===== config.mk =====
export PLATFORM = sky130hd
export DESIGN_NAME = dmem_access_unit
export DESIGN_NICKNAME = d
export VERILOG_FILES = /design/src/rtl/dmem_access_unit.sv
export SDC_FILE = /design/constraint.sdc
export NUM_CORES = 1
export LEC_CHECK = 0
export ABC_AREA = 1
export BUFFER_PORTS_ARGS = -buffer_cell sky130_fd_sc_hd__buf_2
export CAP_MARGIN = 20
export CORE_ASPECT_RATIO = 1.1
export CORE_MARGIN = 3
export CORE_UTILIZATION = 35
export CTS_CLUSTER_DIAMETER = 100
export DETAILED_ROUTE_END_ITERATION = 8
export GPL_TIMING_DRIVEN = 1
export SETUP_SLACK_MARGIN = 0.02
export SLEW_MARGIN = 10
export SYNTH_ARGS = -nofsm -noshare
export SYNTH_HDL_FRONTEND = slang
export SYNTH_SLANG_ARGS = --single-unit

===== constraint.sdc =====
create_clock -name clk -period 2.8 [get_ports clk]
set_clock_uncertainty 0.05 [all_clocks]
set_input_delay 0.56 -clock clk [delete_from_list [all_inputs] [get_ports clk]]
set_output_delay 0.56 -clock clk [all_outputs]
set_load 0.05 [all_outputs]

===== src/rtl/dmem_access_unit.sv =====
// MEM-stage data-memory initiator: byte/half/word loads and stores onto a word-wide memory,
// with sub-word stores done as read-modify-write. Define DMEM_MISALIGN_TRAP_EN to trap misaligned requests.
module dmem_access_unit #(
    parameter int ADDR_W = 6,
    parameter int DATA_W = 32
) (
    input  logic              clk,
    input  logic              rst,
    input  logic              req_valid,
    output logic              req_ready,
    input  logic              req_we,
    input  logic [1:0]        req_size,
    input  logic              req_unsigned,
    input  logic [ADDR_W-1:0] req_addr,
    input  logic [DATA_W-1:0] req_wdata,
    output logic              resp_valid,
    output logic [DATA_W-1:0] resp_rdata,
    output logic              resp_err,
    output logic [ADDR_W-1:0] mem_addr,
    output logic              mem_we,
    output logic [DATA_W-1:0] mem_wdata,
    input  logic [DATA_W-1:0] mem_rdata
);

    typedef enum logic {S_IDLE, S_RMW_WR} state_e;

    localparam logic [1:0] SZ_BYTE = 2'b00;
    localparam logic [1:0] SZ_HALF = 2'b01;
    localparam logic [1:0] SZ_WORD = 2'b10;

    state_e            state_q, state_d;
    logic              resp_valid_q, resp_valid_d;
    logic              resp_err_q, resp_err_d;
    logic [DATA_W-1:0] resp_rdata_q, resp_rdata_d;
    logic [DATA_W-1:0] merge_q, merge_d;
    logic [ADDR_W-1:0] addr_q, addr_d;

    logic [1:0]        eff_size;
    logic [ADDR_W-1:0] eff_addr;
    logic              req_err;
    logic              accept;
    logic [7:0]        ld_byte;
    logic [15:0]       ld_half;
    logic [DATA_W-1:0] load_data;
    logic [DATA_W-1:0] merge_data;

    // Request qualification: either trap bad alignment, or coerce it into an aligned access.
    always_comb begin
        eff_size = req_size;
        eff_addr = req_addr;
        req_err  = 1'b0;
`ifdef DMEM_MISALIGN_TRAP_EN
        req_err = (req_size == 2'b11)
               || (req_size == SZ_HALF && req_addr[0])
               || (req_size == SZ_WORD && req_addr[1:0] != 2'b00);
`else
        if (req_size == 2'b11) eff_size = SZ_WORD;
        if (eff_size == SZ_HALF)      eff_addr[0]   = 1'b0;
        else if (eff_size == SZ_WORD) eff_addr[1:0] = 2'b00;
`endif
    end

    always_comb begin
        ld_byte = mem_rdata[{eff_addr[1:0], 3'b000} +: 8];
        ld_half = mem_rdata[{eff_addr[1], 4'b0000} +: 16];
        case (eff_size)
            SZ_BYTE: load_data = {{24{!req_unsigned && ld_byte[7]}}, ld_byte};
            SZ_HALF: load_data = {{16{!req_unsigned && ld_half[15]}}, ld_half};
            default: load_data = mem_rdata;
        endcase
        merge_data = mem_rdata;
        if (eff_size == SZ_BYTE) merge_data[{eff_addr[1:0], 3'b000} +: 8] = req_wdata[7:0];
        else                     merge_data[{eff_addr[1], 4'b0000} +: 16] = req_wdata[15:0];
    end

    always_comb begin
        // NOTE: every output and next-state signal gets a default first, so no path leaves one unassigned and infers a latch.
        state_d      = state_q;
        resp_valid_d = 1'b0;
        resp_err_d   = 1'b0;
        resp_rdata_d = '0;
        merge_d      = merge_q;
        addr_d       = addr_q;
        req_ready    = (state_q == S_IDLE) && !rst;
        accept       = req_valid && req_ready;
        mem_addr     = eff_addr;
        mem_wdata    = req_wdata;
        mem_we       = 1'b0;
        case (state_q)
            S_IDLE: begin
                if (accept) begin
                    resp_valid_d = 1'b1;
                    if (req_err) begin
                        resp_err_d = 1'b1;
                    end else if (!req_we) begin
                        resp_rdata_d = load_data;
                    end else if (eff_size == SZ_WORD) begin
                        mem_we = 1'b1;
                    end else begin
                        resp_valid_d = 1'b0;
                        merge_d      = merge_data;
                        addr_d       = eff_addr;
                        state_d      = S_RMW_WR;
                    end
                end
            end
            S_RMW_WR: begin
                // Reset abandons the pending write immediately rather than at the next edge.
                mem_addr     = addr_q;
                mem_wdata    = merge_q;
                mem_we       = !rst;
                resp_valid_d = 1'b1;
                state_d      = S_IDLE;
            end
            default: state_d = S_IDLE;
        endcase
    end

    // NOTE: state registers use non-blocking assignments so every flop samples pre-edge values.
    always_ff @(posedge clk or posedge rst) begin
        if (rst) begin
            state_q      <= S_IDLE;
            resp_valid_q <= 1'b0;
            resp_err_q   <= 1'b0;
            resp_rdata_q <= '0;
            merge_q      <= '0;
            addr_q       <= '0;
        end else begin
            state_q      <= state_d;
            resp_valid_q <= resp_valid_d;
            resp_err_q   <= resp_err_d;
            resp_rdata_q <= resp_rdata_d;
            merge_q      <= merge_d;
            addr_q       <= addr_d;
        end
    end

    assign resp_valid = resp_valid_q;
    assign resp_err   = resp_err_q;
    assign resp_rdata = resp_rdata_q;

endmodule


# Word-level counts from Yosys, hierarchy flattened

Index checks and enable logic that the tools add are counted.

Flip-flop bits (word level): 72
Input bits: 77
Output and inout bits: 74
Logic and storage cells: 50

$add $sub $neg: 2
Equal/unequal tests: 3
Shift operators: 6
Muxes and demuxes: 24
Bitwise gates (word level): 2
Reduce and logical (&&, ||, !) cells: 8

Operator list:

| cell                                                   | count |
|---|---|
| two-way mux 32 bit                                     | 5 |
| bitwise mux 32 bit                                     | 2 |
| case mux 32 bit (2 select lines)                       | 1 |
| variable shift 16 x 7 -> 32 bit (first input constant) | 1 |
| variable shift 8 x 7 -> 32 bit (first input constant)  | 1 |
| variable part select 16 x 7 -> 32 bit                  | 1 |
| variable part select 32 x 6 -> 16 bit                  | 1 |
| variable part select 32 x 6 -> 8 bit                   | 1 |
| variable part select 8 x 7 -> 32 bit                   | 1 |
| negator 5 -> 7 bit                                     | 2 |
| two-way mux 1 bit                                      | 10 |
| two-way mux 6 bit                                      | 1 |
| case mux 1 bit (2 select lines)                        | 3 |
| == test 2 bit (second input constant)                  | 2 |
| logical AND 1 bit                                      | 4 |
| two-way mux 2 bit                                      | 2 |
| AND reduction 4 bit                                    | 1 |
| == test 2 x 1 -> 1 bit (second input constant)         | 1 |
| zero test 1 bit                                        | 2 |
| zero test 2 bit                                        | 1 |
| inverter 1 bit                                         | 2 |

# Logic depth before layout (Yosys ltp)

Word-level depth: 11
Gate-level depth with buffers: 11
Mapped depth without buffers: 10

# Worst setup path after synthesis

OpenSTA, ideal clock, no wires.

Path type: input port to output port
Start point: input port rst
End point: output port mem_we
Arrival time: 2.298 ns
Required time: 2.190 ns
Setup slack: -0.108 ns
Cell stages on the path: 3
Buffers on the path: 0
Path through: nor2_4 -> nand2_2 -> o32ai_1

Cells in the longest elaborated chain, start to end: 5

Ends and longest elaborated chain:

| item                                | line | source |
|---|---|---|
| start, declared                     | 8    | `input logic rst,` |
| zero test 1 bit (no line) (*)       | --   |  |
| logical AND 1 bit                   | 84   | `req_ready = (state_q == S_IDLE) && !rst;` |
| logical AND 1 bit                   | 85   | `accept = req_valid && req_ready;` |
| two-way mux 1 bit                   | 91   | `if (accept) begin` |
| case mux 1 bit (2 select lines) (*) | 89   | `case (state_q)` |
| end, declared                       | 20   | `output logic mem_we,` |

Mark *: on every way between the ends. The rest lies on a longest branch, timed or not.

# Worst setup path in the final report

Start point: register state_q
End point: output port mem_wdata[22]

Cells in the longest elaborated chain, start to end: 1

Ends and longest elaborated chain:

| item                   | line | source |
|---|---|---|
| start, declared        | 31   | `state_e state_q, state_d;` |
| start signal, assigned | 129  | `state_q <= state_d;` |
| two-way mux 32 bit     | 89   |  |
| end, declared          | 21   | `output logic [DATA_W-1:0] mem_wdata,` |

No other way between the ends.

==> flow_metrics.tcl <==
set metrics [dict create \
    via_count 5045 \
    finalSetupViolCount 0 \
    async_reset_ff_frac 1.00 \
    grt_setup_unrepaired "false" \
    wl_per_cell_um 17.1 \
    overflow 0 \
    wirelength_mm 16.1 \
    dp_hpwl_mm 12.0 \
    postCtsSetupRepairBufs 0 \
    io_buffer_count 149 \
    critical_path.max_fanout 30 \
    holdBufCountCts 0 \
    yosysTopAreaCell "dfrtp_1" \
    cts_root_buf "clkbuf_16" \
    layout-drive-gt1-share 0.281 \
    clk_pin_slew_ns 0.06 \
    io_pins 151 \
    gp_congestion 0.979 \
    cts_tree "built" \
    cts_max_level 3 \
    grt_usage 0.222 \
    finalHoldViolCount 0 \
    fmax_mhz 427 \
    cts_resized 0 \
    final.setup.tns_ns 0 \
    crit_type "register to primary output" \
    crit_start "state_q$_DFF_PP0_" \
    cp_top_family "buffers and inverters" \
    critPathBufInv 3 \
    worstPathArrival_ns 1.73 \
    synth_edf_count 0 \
    cp-end-kind "primary output" \
    final_common_cell "nand2_1" \
    period_needed_ns 2.34 \
    floorplan.rows 43 \
    grt_pass1_vias 4814 \
    drv_slew 0 \
    dp.cells 928 \
    synth_top_area_frac 0.391 \
    status "complete, no violations" \
    critPathMaxStageDelay_ns 0.51 \
    cts_sinks 72 \
    grt_pass1_wl_mm 25.4 \
    tightest_slew_ns 0.779 \
    crit_slowest_cell "dfrtp_1" \
    cp-start-kind "register" \
    hp-class "input pin to async pin" \
    drt-pass1-iter-count 6 \
    synthFlopType "dfrtp_1" \
    chipHeight_um 126 \
    seq_area_um2 1800 \
    grt_start_max_net_pins 47 \
    reg2reg_from "state_q$_DFF_PP0_" \
    fin_nets 862 \
    synth_cells 652 \
    cp_cell_sequence "inv_1 -> buf_4 -> nand2_1 -> o21ai_0 -> buf_2" \
    postSynthNetCount 732 \
    die_area_um2 14600 \
    coreArea_um2 12800 \
    netlist_area_um2 4610 \
    start_util 0.362 \
    synth_seq_cells 72 \
    antenna_found_initial 0 \
    syn2layout_area_growth_pct 25.2 \
    vias_per_cell 5.34 \
    synth_seq_area_share 0.391 \
    n_antenna_cell 0 \
    syn_avg_cell_area_um2 7.07 \
    crit_required_ns 2.19 \
    drcViolationCount 0 \
    final_antenna_net_count 0 \
    multi_input_area_um2 2420 \
    synth_warnings 0 \
    cap_viol_max_count 0 \
    maxSlewHeadroom 0.480 \
    fillers 1315 \
    stdcell_count 944 \
    yosysUniqueCellTypes 31 \
    numCtsBuffers 9 \
    clockBufferDepth 2 \
    synth_area_leaders "dfrtp_1, o21ai_0, nand2_1" \
    die_x_um 115 \
    ir_worst_vdd_uv 281 \
    p_leak_nw 2.88 \
    clk_latency_ns 0.35 \
    power_density_nw_per_um2 550 \
    finalCritPeriodShare 0.836 \
    final_cell_mix "nand2_1, buf_2, o21ai_0, dfrtp_1, inv_1" \
    drtIter0Drc 475 \
]
[worst reg2reg max path: stages (launching register included)]
cell	delay (ns)
dfrtp_1	0.51
nor2_4	0.20
nand2_2	0.16
nor2_2	0.64
o21ai_0	0.28
a21oi_2	0.18
[state kept, by name, summed over array words and instances (netlist names)]
register / count
addr_q: 6
state_q: 1
merge_q: 32
resp_valid: 1
resp_rdata: 32
[cells in the mapped netlist, types with 2 or more instances]
cell type	number
a21oi_2	20
buf_4	3
buf_6	3
ha_1	3
a21oi_1	40
o211ai_1	15
clkbuf_1	29
buf_2	7
nand2_1	179
nand2_2	4
nand3_1	11
inv_2	4
a211oi_1	4
nand2_4	3
nor2_1	29
buf_1	2
dfrtp_1	72
nand3_2	2
o21ai_1	17
o221ai_1	7
nor2_2	4
o21ai_0	141
inv_1	45
[power breakdown]
group	total [mW]	internal (mW)	switching (mW)
Clock	1.17	0.697	0.474
Sequential	1.23	1.17	0.0590
Combinational	0.780	0.216	0.564
Total	3.18	2.08	1.10
[path summary, 6_finish.rpt]
check / endpoint / slack, ns / cells past startpoint
min in group clk: merge_q[0]$_DFFE_PP0P_ / 0.43 / 2
max: mem_wdata[22] / 0.46 / 5
min reg2reg: merge_q[0]$_DFFE_PP0P_ / 0.43 / 2
max reg2reg: resp_rdata[25]$_DFF_PP0_ / 0.72 / 5
min: resp_rdata[1]$_DFF_PP0_ / 0.28 / 2
max in group asynchronous: merge_q[16]$_DFFE_PP0P_ / 1.75 / 3
[final cells by class]
| cell class | count | area share |
|---|---|---|
| multi-input combinational | 486 | 0.420 |
| sequential | 72 | 0.312 |
| timing repair buffer | 163 | 0.150 |
| clock buffer | 9 | 0.0390 |
| tap | 157 | 0.0340 |
| inverter | 50 | 0.0325 |
| clock inverter | 7 | 0.0134 |
[kinds of logic (layout without fill, tap and decap cells)]
| group | Yosys count | after routing | share of synthesized area |
|---|---|---|---|
| compound gates | 246 | 246 | 0.300 |
| simple gates | 236 | 236 | 0.214 |
| buf+inv | 94 | 229 | 0.0857 |
| flops | 72 | 72 | 0.391 |
| fa+ha+maj | 3 | 3 | 0.00814 |
| other cells | 1 | 1 | 0.000813 |
[per-stage QoR]
step	total power, mW	util	cell area (um^2)	hold WS (ns)	setup WS [ns]
after floorplan	1.78	-	4620	0.399	0.0361
after global placement	2.01	0.429	5470	0.414	0.324
after detailed placement	2.03	0.429	5470	0.420	0.285
after CTS	3.20	0.453	5770	0.292	0.414
after global routing	3.35	0.453	5770	0.331	0.355
final	3.18	0.453	5770	0.276	0.459
[layer usage]
| metal | vias to the layer above | track usage | part of all wire |
|---|---|---|---|
| li1 | 2443 | - | - |
| met5 | - | 0 | 0 |
| met3 | 32 | 0.0415 | 0.063 |
| met2 | 217 | 0.355 | 0.48 |
| met4 | 0 | 0.0794 | 0.025 |
| met1 | 2353 | 0.300 | 0.43 |
Power figures use the tool's default switching activity.
